### config.mk
export PLATFORM = sky130hd
export DESIGN_NAME = viterbi_traceback
export DESIGN_NICKNAME = d
export VERILOG_FILES = /design/src/rtl/viterbi_pkg.sv /design/src/rtl/survivor_mem.sv /design/src/rtl/viterbi_traceback.sv
export SDC_FILE = /design/constraint.sdc
export NUM_CORES = 1
export LEC_CHECK = 0
export CAP_MARGIN = 10
export CELL_PAD_IN_SITES_DETAIL_PLACEMENT = 0
export CELL_PAD_IN_SITES_GLOBAL_PLACEMENT = 2
export CORE_MARGIN = 1
export CORE_UTILIZATION = 39
export CTS_CLUSTER_SIZE = 14
export DETAILED_ROUTE_END_ITERATION = 8
export GPL_ROUTABILITY_DRIVEN = 1
export PLACE_DENSITY = 0.78
export SLEW_MARGIN = 20
export SYNTH_ARGS = -nofsm -noshare
export SYNTH_HDL_FRONTEND = slang
export SYNTH_SLANG_ARGS = --single-unit
### constraint.sdc
create_clock -name clk -period 2.63 [get_ports clk]
set_input_delay 0.263 -clock clk [delete_from_list [all_inputs] [get_ports clk]]
set_output_delay 0.263 -clock clk [all_outputs]
set_load 0.01 [all_outputs]
### src/rtl/viterbi_pkg.sv
// Shared types and trellis helpers for the K=4, 8-state rate-1/2 Viterbi decoder.
package viterbi_pkg;
    localparam int NB_STATES = 8;
    localparam int K         = 4;
    localparam int STATE_W   = 3;
    localparam int TAIL_LEN  = 3;

    typedef logic [NB_STATES-1:0] decision_t;
    typedef logic [STATE_W-1:0]   state_t;

    typedef enum logic [1:0] {WRITE, TRACE, OUTPUT} tb_fsm_t;

    // Previous state: shift in the survivor's LSB recorded for state s.
    function automatic state_t predecessor(state_t s, decision_t d);
        return {s[1:0], d[s]};
    endfunction
endpackage

### src/rtl/survivor_mem.sv
// Per-step decision storage: synchronous write, combinational read.
module survivor_mem
    import viterbi_pkg::*;
#(
    parameter int DEPTH = 64,
    parameter int AW    = $clog2(DEPTH)
) (
    input  logic          clk,
    input  logic          we,
    input  logic [AW-1:0] waddr,
    input  decision_t     wdata,
    input  logic [AW-1:0] raddr,
    output decision_t     rdata
);
    decision_t mem [DEPTH];

    always_ff @(posedge clk) begin
        if (we) mem[waddr] <= wdata;
    end

    assign rdata = mem[raddr];
endmodule

### src/rtl/viterbi_traceback.sv
// Stores one terminated frame of ACS decisions, traces it back from state 0,
// and streams the message bits out in forward order.
module viterbi_traceback
    import viterbi_pkg::*;
#(
    parameter int FRAME_LEN = 64
) (
    input  logic      clk,
    input  logic      rst,
    input  logic      enable,
    input  decision_t decision,
    output logic      busy,
    output logic      overrun,
    output logic      out_bit,
    output logic      out_valid,
    input  logic      out_ready,
    output logic      out_last
);
    localparam int PTR_W = $clog2(FRAME_LEN);
    localparam logic [PTR_W-1:0] IDX_LAST = PTR_W'(FRAME_LEN - 1);
    localparam logic [PTR_W-1:0] MSG_LAST = PTR_W'(FRAME_LEN - TAIL_LEN - 1);
    localparam logic [PTR_W-1:0] ONE      = PTR_W'(1);

    tb_fsm_t              state_q, state_d;
    logic [PTR_W-1:0]     wr_cnt, tb_idx, rd_cnt;
    state_t               tb_state;
    logic [FRAME_LEN-1:0] bitbuf;
    decision_t            rd_word;
    logic                 wr_en, handshake;

    assign wr_en     = enable && (state_q == WRITE);
    assign busy      = (state_q != WRITE);
    assign out_valid = (state_q == OUTPUT);
    assign out_bit   = out_valid && bitbuf[rd_cnt];
    assign out_last  = out_valid && (rd_cnt == MSG_LAST);
    assign handshake = out_valid && out_ready;

    survivor_mem #(.DEPTH(FRAME_LEN), .AW(PTR_W)) u_mem (
        .clk   (clk),
        .we    (wr_en),
        .waddr (wr_cnt),
        .wdata (decision),
        .raddr (tb_idx),
        .rdata (rd_word)
    );

    always_comb begin
        state_d = state_q;
        case (state_q)
            WRITE:   if (wr_en && wr_cnt == IDX_LAST) state_d = TRACE;
            TRACE:   if (tb_idx == '0)                state_d = OUTPUT;
            OUTPUT:  if (handshake && out_last)       state_d = WRITE;
            default: state_d = WRITE;
        endcase
    end

    always_ff @(posedge clk or negedge rst) begin
        if (!rst) state_q <= WRITE;
        else      state_q <= state_d;
    end

    always_ff @(posedge clk or negedge rst) begin
        if (!rst) begin
            wr_cnt   <= '0;
            tb_idx   <= '0;
            rd_cnt   <= '0;
            tb_state <= '0;
            overrun  <= 1'b0;
        end else begin
            // Words offered while busy are dropped and flagged for one cycle.
            overrun <= enable && busy;
            case (state_q)
                WRITE: if (wr_en) begin
                    if (wr_cnt == IDX_LAST) begin
                        wr_cnt   <= '0;
                        tb_idx   <= IDX_LAST;
                        tb_state <= '0;
                    end else begin
                        wr_cnt <= wr_cnt + ONE;
                    end
                end
                TRACE: begin
                    tb_state <= predecessor(tb_state, rd_word);
                    tb_idx   <= tb_idx - ONE;
                    if (tb_idx == '0) rd_cnt <= '0;
                end
                OUTPUT: if (handshake) begin
                    rd_cnt <= rd_cnt + ONE;
                    if (out_last) wr_cnt <= '0;
                end
                default: ;
            endcase
        end
    end

    // Bits land in reverse order during trace so reads come out forward.
    always_ff @(posedge clk) begin
        if (state_q == TRACE) bitbuf[tb_idx] <= tb_state[2];
    end
endmodule

==> results of run 1 <==
==> placed cells by master (no fill, tap or decap), types with 10 or more instances in the layout <==
cell	synthesis	layout
sky130_fd_sc_hd__mux2_2	34	34
sky130_fd_sc_hd__mux2i_1	66	63
sky130_fd_sc_hd__buf_4	10	219
sky130_fd_sc_hd__a21oi_1	34	30
sky130_fd_sc_hd__clkinv_1	0	10
sky130_fd_sc_hd__dfrtp_1	24	21
sky130_fd_sc_hd__a221oi_2	0	12
sky130_fd_sc_hd__edfxtp_1	576	576
sky130_fd_sc_hd__nand3_1	14	14
sky130_fd_sc_hd__o22ai_1	21	16
sky130_fd_sc_hd__clkbuf_16	0	68
sky130_fd_sc_hd__a221oi_1	49	36
sky130_fd_sc_hd__a22o_1	10	10
sky130_fd_sc_hd__buf_12	0	25
sky130_fd_sc_hd__clkbuf_1	37	12
sky130_fd_sc_hd__nor2_1	165	163
sky130_fd_sc_hd__a22oi_1	27	26
sky130_fd_sc_hd__clkinv_2	0	10
sky130_fd_sc_hd__mux4_2	70	70
sky130_fd_sc_hd__o21ai_0	29	27
sky130_fd_sc_hd__buf_6	3	10
sky130_fd_sc_hd__nand2_1	60	59
==> worst paths after layout <==
path / start / endpoint / cells past startpoint
worst min register to register: state_q[1]$_DFFE_PN0P_ / state_q[0]$_DFFE_PN0P_ / 1
worst max-delay path: rd_cnt[0]$_DFFE_PN0P_ / out_bit / 6
min in group clk: decision[0] / u_mem.mem[2][0]$_DFFE_PP_ / 1
max in group asynchronous: rst / tb_idx[0]$_DFFE_PN0P_ / 2
worst min-delay path: rst / wr_cnt[5]$_DFFE_PN0P_ / 2
worst max register to register: tb_idx[0]$_DFFE_PN0P_ / tb_state[0]$_DFFE_PN0P_ / 11
==> synthesized netlist by cell type (all sizes together) (4+ instances only) <==
library cell and instances:
a22o 10, buf 50, nor3 6, nand3b 5, mux2i 66, and3 8, nor2b 10, dfrtp 24
nand2 60, nor2 165, a21oi 34, nand3 14, o2bb2ai 9, nand4 6, clkbuf 37, a22oi 27
a211oi 4, o21ai 30, a221oi 49, or3 4, xor2 6, and2 8, inv 10, edfxtp 576
a221o 8, mux2 34, o221ai 4, o22ai 21, nand2b 5, a31oi 4, or2 4, ha 5
mux4 70
==> registers in the layout, summed over array words and instances, names as in the netlist <==
name,cells
wr_cnt,6
tb_idx,6
rd_cnt,6
u_mem.mem,512
overrun,1
state_q,2
tb_state,3
bitbuf,64
==> routing by layer <==
layer	vias up	wire length, um	GRT usage [%]	share of wire, %
met5	-	0	0	0
met4	0	2180	7.45	3.3
met3	132	4720	4.24	7.1
met2	606	31300	34.1	47
met1	7383	28400	29.5	43
li1	6157	-	-	-
==> critical path, delay by kind of cell, from the launching register on <==
| family | cells | cell delay, ns |
|---|---|---|
| buffers and inverters | 2 | 0.32 |
| flip-flops | 1 | 0.41 |
| multiplexers | 3 | 1.46 |
| AND/OR/NAND/NOR | 1 | 0.18 |
==> power by group through the flow <==
stage          sequential [mW]  combinational [mW]  clock [mW]
2_1_floorplan             11.1                1.19           0
3_3_place_gp              11.2                2.28           0
3_5_place_dp              11.2                2.30           0
4_1_cts                   11.0                2.51        9.33
5_1_grt                   11.0                2.70        9.72
6_report                  11.0                2.57        9.18
==> through the flow <==
| step | instance area, um2 | total power, mW | std cells | worst slack (ns) |
|---|---|---|---|---|
| after global routing | 29500 | 23.4 | 2495 | -0.679 |
| after CTS | 29400 | 22.8 | 2495 | -0.641 |
| final | 29500 | 22.8 | 2495 | -0.586 |
| after global placement | 26800 | 13.5 | 2353 | -0.400 |
| after detailed placement | 26800 | 13.5 | 2353 | -0.380 |
| after floorplan | 24100 | 12.3 | 1410 | 0.0820 |
==> area by class of cell <==
class                   count  area share (%)
clock buffers              81            5.96
clock inverters            34            1.28
inverters                  10           0.127
multi-input cells         713            20.3
flip-flops and latches    600            60.7
well taps                 782            3.31
repair buffers            275            8.34
==> timing repair <==
item,4_1_cts,5_1_grt
buffers inserted,25,0
pin swaps,12,7
gates cloned,2,0
gates resized for setup,58,21
endpoints found under the hold margin,0,0
setup endpoints to repair,3,2
==> logic make-up (layout without fill, tap and decap cells) <==
family / Yosys count / count (layout) / synth area share, %
buf+inv: 97 / 400 / 1.92
simple gates: 303 / 303 / 5.50
flops: 600 / 600 / 74.3
compound gates: 226 / 226 / 6.82
mux: 170 / 170 / 10.9
fa+ha+maj: 5 / 5 / 0.260
xor+xnor: 9 / 9 / 0.327
==> impl_summary.md, run 1 <==
Detailed routing
The violation count after the first detailed-route iteration is 1548. The number of nets still failing antenna checks after routing is 0. For this block, the routed nets add up to around 67 mm of wire. The residual DRC count is 0.

The average via count per standard cell is 5.72. The first TritonRoute pass finished after 5 iterations. Across all layers, the routed design uses 14278 vias. After detailed routing, the average wire length per cell comes to ~27 um.

Worst setup path
The worst stage delay on the critical path is roughly 0.5 ns. In this run the worst path has a maximum fanout of 4. The slowest stage of the critical path belongs to the cell sky130_fd_sc_hd__mux4_2. The signal arrival time at the worst endpoint is 2.95 ns.

STA classifies the critical path endpoint as an output pin. The cell that appears most often on the critical path is sky130_fd_sc_hd__mux4_2. The classification of the worst setup path is reg2out. The element type at the critical path start is a flip-flop.

Traced cell by cell, the critical path runs through buf_2 > mux4_2 > mux4_2 > mux4_2 > and2_4 > buf_6. The data required time of the worst path is ~2.4 ns. The setup slack of the most critical reg-to-reg path is -0.09 ns.

Timing
The worst pin sits at a relative slew slack of 46.6%. The final critical-path setup slack is -0.586 ns. For the pin with the worst max-slew slack, the measured transition is between 0.8 and 0.9 ns. Setup violations remaining at the end of the flow were counted as 2. On the final layout, the worst hold slack is 0.0534 ns. Timing would allow up to slightly above 300 MHz. Summed over all failing endpoints, the final setup total negative slack is -0.680 ns. Setup repair after global routing could not meet its margin everywhere.

The worst clock skew is 0.0297 ns. Counting I/O delays and the setup requirement, the final critical path takes about 3.2 ns. The fraction of the cycle the final worst path needs is 122%. The final number of hold-violating endpoints is 0. The count of final max-slew check failures is 0.

Logic synthesis
The count of unique library cells instantiated by Yosys is 62. Of the synthesized area, sequential elements account for 74.3%. The area fraction of the dominant cell type after synthesis is 71.8%.

Counting flops and latches in the post-synthesis netlist gives 600. Counting every instance in the synthesized netlist gives around 1400. The post-synthesis net count is ~1400.

The per-instance average area after synthesis is roughly 17 um2. The cell area that synthesis handed to floorplanning was 0.0241 mm2. The Yosys step of the flow raised 0 warnings. Yosys attributes the largest share of cell area to sky130_fd_sc_hd__edfxtp_1, sky130_fd_sc_hd__mux4_2, sky130_fd_sc_hd__mux2i_1, sky130_fd_sc_hd__nor2_1, sky130_fd_sc_hd__dfrtp_1.

The number of synthesized flops with an enable pin is 576. The largest total area in the synthesized netlist belongs to sky130_fd_sc_hd__edfxtp_1. The fraction of synthesis flops using an asynchronous set or reset pin is 4.00%. Among all flip-flop cells after synthesis, the most frequent one is sky130_fd_sc_hd__edfxtp_1.

Floorplanning
The vertical die dimension is 251 um. The I/O pin count is 17. The floorplan has 90 rows. The die outline area is between 0.06 and 0.07 mm2. The initial utilization of the core area, before any placement, comes to 39.7%.

The width of the die is 251 um. The placeable core region is a little over 0.06 mm2.

Clocking
Clock tree synthesis found a total of 600 sinks. The maximum level of the CTS H-tree is 3. The clock slew at the register clock pins of the worst setup and hold paths is 0.06 ns. The clock passes through at most 3 buffers.

Clock tree synthesis inserted a total of 66 buffers. The later pin in the worst-skew pair is clocked with a latency of 0.61 ns. TritonCTS built the clock tree. The cts-stage hold buffer count is 0. The clock root buffer is sky130_fd_sc_hd__clkbuf_16.

Global routing
The number of global-route vias before repair was roughly 14000. The maximum number of pins on one net before global-route repair is 65. The first global-routing pass estimated 97.9 mm of wire.

Summed over all layers, the global routing overflow is 0. The global routing usage summed across all routing layers is 21.5%. The number of antenna violations at the first check in global routing is 0.

Run status
The flow ran to the end, but the final reports show violations. The final reports fail on setup timing.

Placement
Port buffering added 16 buffers. Detailed placement finished with a half-perimeter wire length of 42.8 mm. The global placer's final weighted congestion is 0.922.

Final layout
Cells with a size suffix above 1 make up a little under a third of the layout. The area growth from synthesis to final layout is 22.6%. The register area is 0.0179 mm2. The net count of the finished layout is 1683. The number of antenna repair diodes is 0. Fill cells in the final layout number 4971. The end-of-flow core utilization is approximately 49%.

The area taken by multi-input logic gates is 0.00600 mm2.

Power and ir drop
The part of the power in combinational logic is 11.3%. The peak ir drop on the vdd network is just under 0.0007 V. Of the total power, the share spent switching nets is a little under a quarter. The leakage power total is approximately 10 nW. The internal portion of total power is around 17 mW. The share of total power in sequential cells is between 40 and 50%.

Per report_power, the clock group accounts for about two fifths of the total. The power density of the placed cells is 771 mW/mm2. The analysis attributes to net switching a power of ~5.4 mW.

Min path
In this run the worst hold path is classified as in2async.

Job
The max-capacitance violation count is 0.
(Power assumes the default switching activity.)
==> run 2: changes to the inputs <==
==> constraint.sdc (replaced) <==
create_clock -name clk -period 2.63 [get_ports clk]
set_input_delay 0.3945 -clock clk [delete_from_list [all_inputs] [get_ports clk]]
set_output_delay 0.3945 -clock clk [all_outputs]
set_load 0.01 [all_outputs]
==> run 2 against run 1 <==
The flow still finishes with violations (setup timing). First-iteration DRC count down 7.8%. Register-to-register slack better by 0.06 ns. Sequential share of layout area up 0.56 points.
==> impl_summary.md, run 2 (synthesized netlist as in run 1, its figures left out) <==
Detailed routing
The detailed-routing iteration count for the pre-antenna-repair pass came to 5 (unchanged). The violation count after the first detailed-route iteration is 1428 (-7.8%). The final wirelength came to 66.2 mm (-0.66%). The residual DRC count was 0 (unchanged).

The average via count per standard cell is 5.70 (-0.42%). The routed length on met1 is 27.6 mm (-2.6%). The detailed-routed wire length on met2 came to 31.9 mm (+1.8%).

The number of nets still failing antenna checks after routing is 0 (unchanged). The average wire length per cell after detail routing was 26.7 um (about the same). The highest layer used for signal routing is met4. The detailed route wirelength on metal3 was 4.82 mm (+2.0%). The total number of vias is 14116 (-1.1%).

Worst setup path
The largest fanout on the critical path is 8 (+4). The critical path ends at out_bit. The endpoint class of the critical path is an output pin. On the critical path, the stage with the largest delay is an instance of sky130_fd_sc_hd__mux4_2. The setup slack of the most critical reg-to-reg path was -0.03 ns (+0.06 ns). The startpoint of the worst-slack reg-to-reg timing path is tb_idx[0]$_DFFE_PN0P_. STA classifies the critical path startpoint as a flip-flop. The critical path goes through buf_12 > mux4_2 > mux4_2 > mux4_2 > and2_4 > buf_6. The signal arrival time at the worst endpoint is 2.99 ns (+0.04 ns). The critical path is of the reg2out type. The worst flop-to-flop path endpoint is tb_state[0]$_DFFE_PN0P_. The data required time of the worst path was 2.24 ns (-0.13 ns).

Tracing the worst setup path back leads to its startpoint at rd_cnt[0]$_DFFE_PN0P_. The length in cells of the worst reg-to-reg path came to 10 (-1). The worst stage delay on the critical path is 0.50 ns (about the same). The cell occurring most often along the worst timing path is sky130_fd_sc_hd__mux4_2.

Final layout
The flip-flop count of the largest register, all copies and words added is 512 (unchanged). The count of fill cells added during filler insertion is 5093 (+2.5%). The library cell used most frequently in the layout, excluding fill and tap cells, is sky130_fd_sc_hd__edfxtp_1. In the layout the commonest cells are sky130_fd_sc_hd__edfxtp_1, sky130_fd_sc_hd__buf_4, sky130_fd_sc_hd__nor2_1, sky130_fd_sc_hd__mux4_2, sky130_fd_sc_hd__clkbuf_16. Ranked by flip-flop count, first place goes to u_mem.mem. The final-stage net count is 1660 (-1.4%). The number of antenna repair diodes is 0 (unchanged).

The final cell area excluding filler cells is 0.0293 mm2 (-0.91%). The largest registers in the layout are u_mem.mem x512, bitbuf x64. The area growth from synthesis to final layout is 21.5%.

The fraction of final layout cells sized beyond drive strength 1 came to 29.3% (-1.2 points).

Run status
The checks that failed: setup timing. The flow ran to the end, but the final reports show violations.

Timing
The shortest clock period the worst path allows after layout is 3.39 ns (+0.173 ns). The relative slew slack came to 50.9% (+4.3 points). The worst hold margin is 0.122 ns (+0.0688 ns). The final count of negative-setup-slack endpoints came to 2 (unchanged). The count of final max-slew check failures is 0 (unchanged). The final critical-path setup slack is -0.759 ns (-0.173 ns).

The achievable clock frequency is 295 MHz (-5.1%). The fraction of the cycle the final worst path needs is 129% (+6.6 points). Setup repair after global routing could not meet its margin everywhere. The final number of hold-violating endpoints is 0 (unchanged).

The transition time of the tightest slew-check pin was 0.736 ns (-0.0645 ns). The worst clock skew was 0.0318 ns (+0.00208 ns).

Min path
The classification of the worst-slack hold path is in2reg. Counting instances, the worst hold path has a depth of 1.

Power and ir drop
The clock power share is 38.2% (-2.1 points). The leakage power total was 10.2 nW (-1.5%). The net switching share of the total power came to 24.5% (+0.69 points). The peak ir drop on the vdd network is 0.000552 V (-18%).

The switching power of the nets is 5.38 mW (-0.84%). The total power of the final layout is 21.9 mW (-3.6%). The part of the power in combinational logic is 11.6% (+0.3 points). The power density of the placed cells is 750 mW/mm2 (-2.7%). The internal portion of total power is 16.5 mW (-4.5%). The share of total power in sequential cells came to 50.2% (+1.8 points).

Global routing
The wire length of the first global-routing pass is 95.8 mm (-2.2%). The number of global-route vias before repair came to 14109 (-1.6%). The global routing usage summed across all routing layers was 21.0% (-0.51 points). The number of antenna violations at the first check in global routing came to 0 (unchanged). The residual overflow from global routing is 0 (unchanged). The maximum number of pins on one net before global-route repair is 65 (unchanged).

Floorplanning
The die outline area was 0.0628 mm2 (unchanged). The placeable core region was 0.0607 mm2 (unchanged). The width of the die is 251 um (unchanged). The I/O pin count is 17 (unchanged).

The standard-cell row count is 90 (unchanged). The starting utilization of the core area is 39.7% (unchanged). The vertical die dimension is 251 um (unchanged).

Clocking
The clock buffer count from CTS is 61 (-7.6%). The clock slew at the register clock pins of the worst setup and hold paths is 0.06 ns (about the same). The tree is rooted in a sky130_fd_sc_hd__clkbuf_16. The cts-stage hold buffer count came to 0 (unchanged). The total clock sinks is 600 (unchanged). The maximum root-to-sink buffer count came to 3 (unchanged). The clock latency of the later-clocked register in the worst-skew pair is 0.65 ns (+0.04 ns). The CTS tree is built. The maximum level of the CTS H-tree was 2 (-1).

Placement
The count of buffers inserted at the top-level ports is 16 (unchanged). The global placer's final weighted congestion was 0.937 (+1.7%). The worst setup slack before clock tree synthesis is -0.510 ns (-0.130 ns). The half-perimeter wire length after detailed placement is 42.7 mm (about the same).

The cell area after placement was 0.0268 mm2 (+0.14%).

Job
The max-capacitance violation count is 0 (unchanged).
[run 2: changes by cell type in the layout (fill, tap and decap cells not counted), sizes merged]
cell | before | now
clkinv | 23 | 34
clkinvlp | 0 | 7
bufinv | 7 | 4
clkbuf | 81 | 73
inv | 14 | 11
bufbuf | 1 | 0
buf | 267 | 246
[run 2: repair_timing]
item / CTS / global route
buffers inserted: 3 / 9
gates cloned: 1 / 4
pin swaps: 3 / 13
setup endpoints to repair: 3 / 2
resized for setup: 21 / 45
[run 2: worst min path at each step]
stage,start,end
finish,decision[3],u_mem.mem[12][3]$_DFFE_PP_
global route,decision[3],u_mem.mem[11][3]$_DFFE_PP_
CTS,decision[3],u_mem.mem[12][3]$_DFFE_PP_
detailed placement,state_q[1]$_DFFE_PN0P_,state_q[0]$_DFFE_PN0P_
global placement,state_q[1]$_DFFE_PN0P_,state_q[0]$_DFFE_PN0P_
floorplan,rst,overrun$_DFF_PN0_
[run 2: final cells by class]
| cell class | count | area [um2] | share of cell area [%] |
|---|---|---|---|
| Sequential cell | 600 | 17900 | 61.2 |
| Multi-Input combinational cell | 713 | 5950 | 20.3 |
| Timing Repair Buffer | 257 | 2450 | 8.37 |
| Clock buffer | 69 | 1580 | 5.39 |
| Tap cell | 782 | 978 | 3.34 |
| Clock inverter | 46 | 358 | 1.22 |
| Inverter | 10 | 37.5 | 0.128 |
[run 2: routing by layer]
| layer | vias to the layer above | global-route usage (%) |
|---|---|---|
| met5 | - | 0 |
| met4 | 0 | 6.77 |
| met3 | 96 | 3.97 |
| met2 | 542 | 33.6 |
| met1 | 7364 | 28.8 |
| li1 | 6114 | - |
[run 2: metrics by stage]
stage | utilization, % | instances | setup TNS, ns
6_report | 48.2 | 2477 | -0.786
5_1_grt | 48.2 | 2477 | -1.00
4_1_cts | 47.5 | 2464 | -0.809
3_5_place_dp | 44.2 | 2345 | -0.670
3_3_place_gp | 44.2 | 2345 | -0.671
2_1_floorplan | - | 1410 | 0
[run 2: worst max-delay path, delay by kind of cell (launching register included)]
family	cells	cell delay [ns]
muxes	3	1.48
DFF	1	0.44
buffers and inverters	2	0.27
and+or+nand+nor	1	0.17
[run 2: power by group through the flow]
| stage | combinational, mW | sequential [mW] | clock [mW] |
|---|---|---|---|
| after detailed placement | 2.33 | 11.2 | 0 |
| after floorplan | 1.19 | 11.1 | 0 |
| final | 2.54 | 11.0 | 8.38 |
| after CTS | 2.36 | 11.0 | 8.52 |
| after global placement | 2.31 | 11.2 | 0 |
| after global routing | 2.67 | 11.0 | 8.86 |
==> run 3: changes to the inputs <==
--- a/config.mk
+++ b/config.mk
@@ -8,7 +8,6 @@
 export CAP_MARGIN = 10
 export CELL_PAD_IN_SITES_DETAIL_PLACEMENT = 0
 export CELL_PAD_IN_SITES_GLOBAL_PLACEMENT = 2
-export CORE_MARGIN = 1
 export CORE_UTILIZATION = 39
 export CTS_CLUSTER_SIZE = 14
 export DETAILED_ROUTE_END_ITERATION = 8
==> results of run 3 <==
Same layout as run 2: the final DEF is identical, and so are final timing and power.
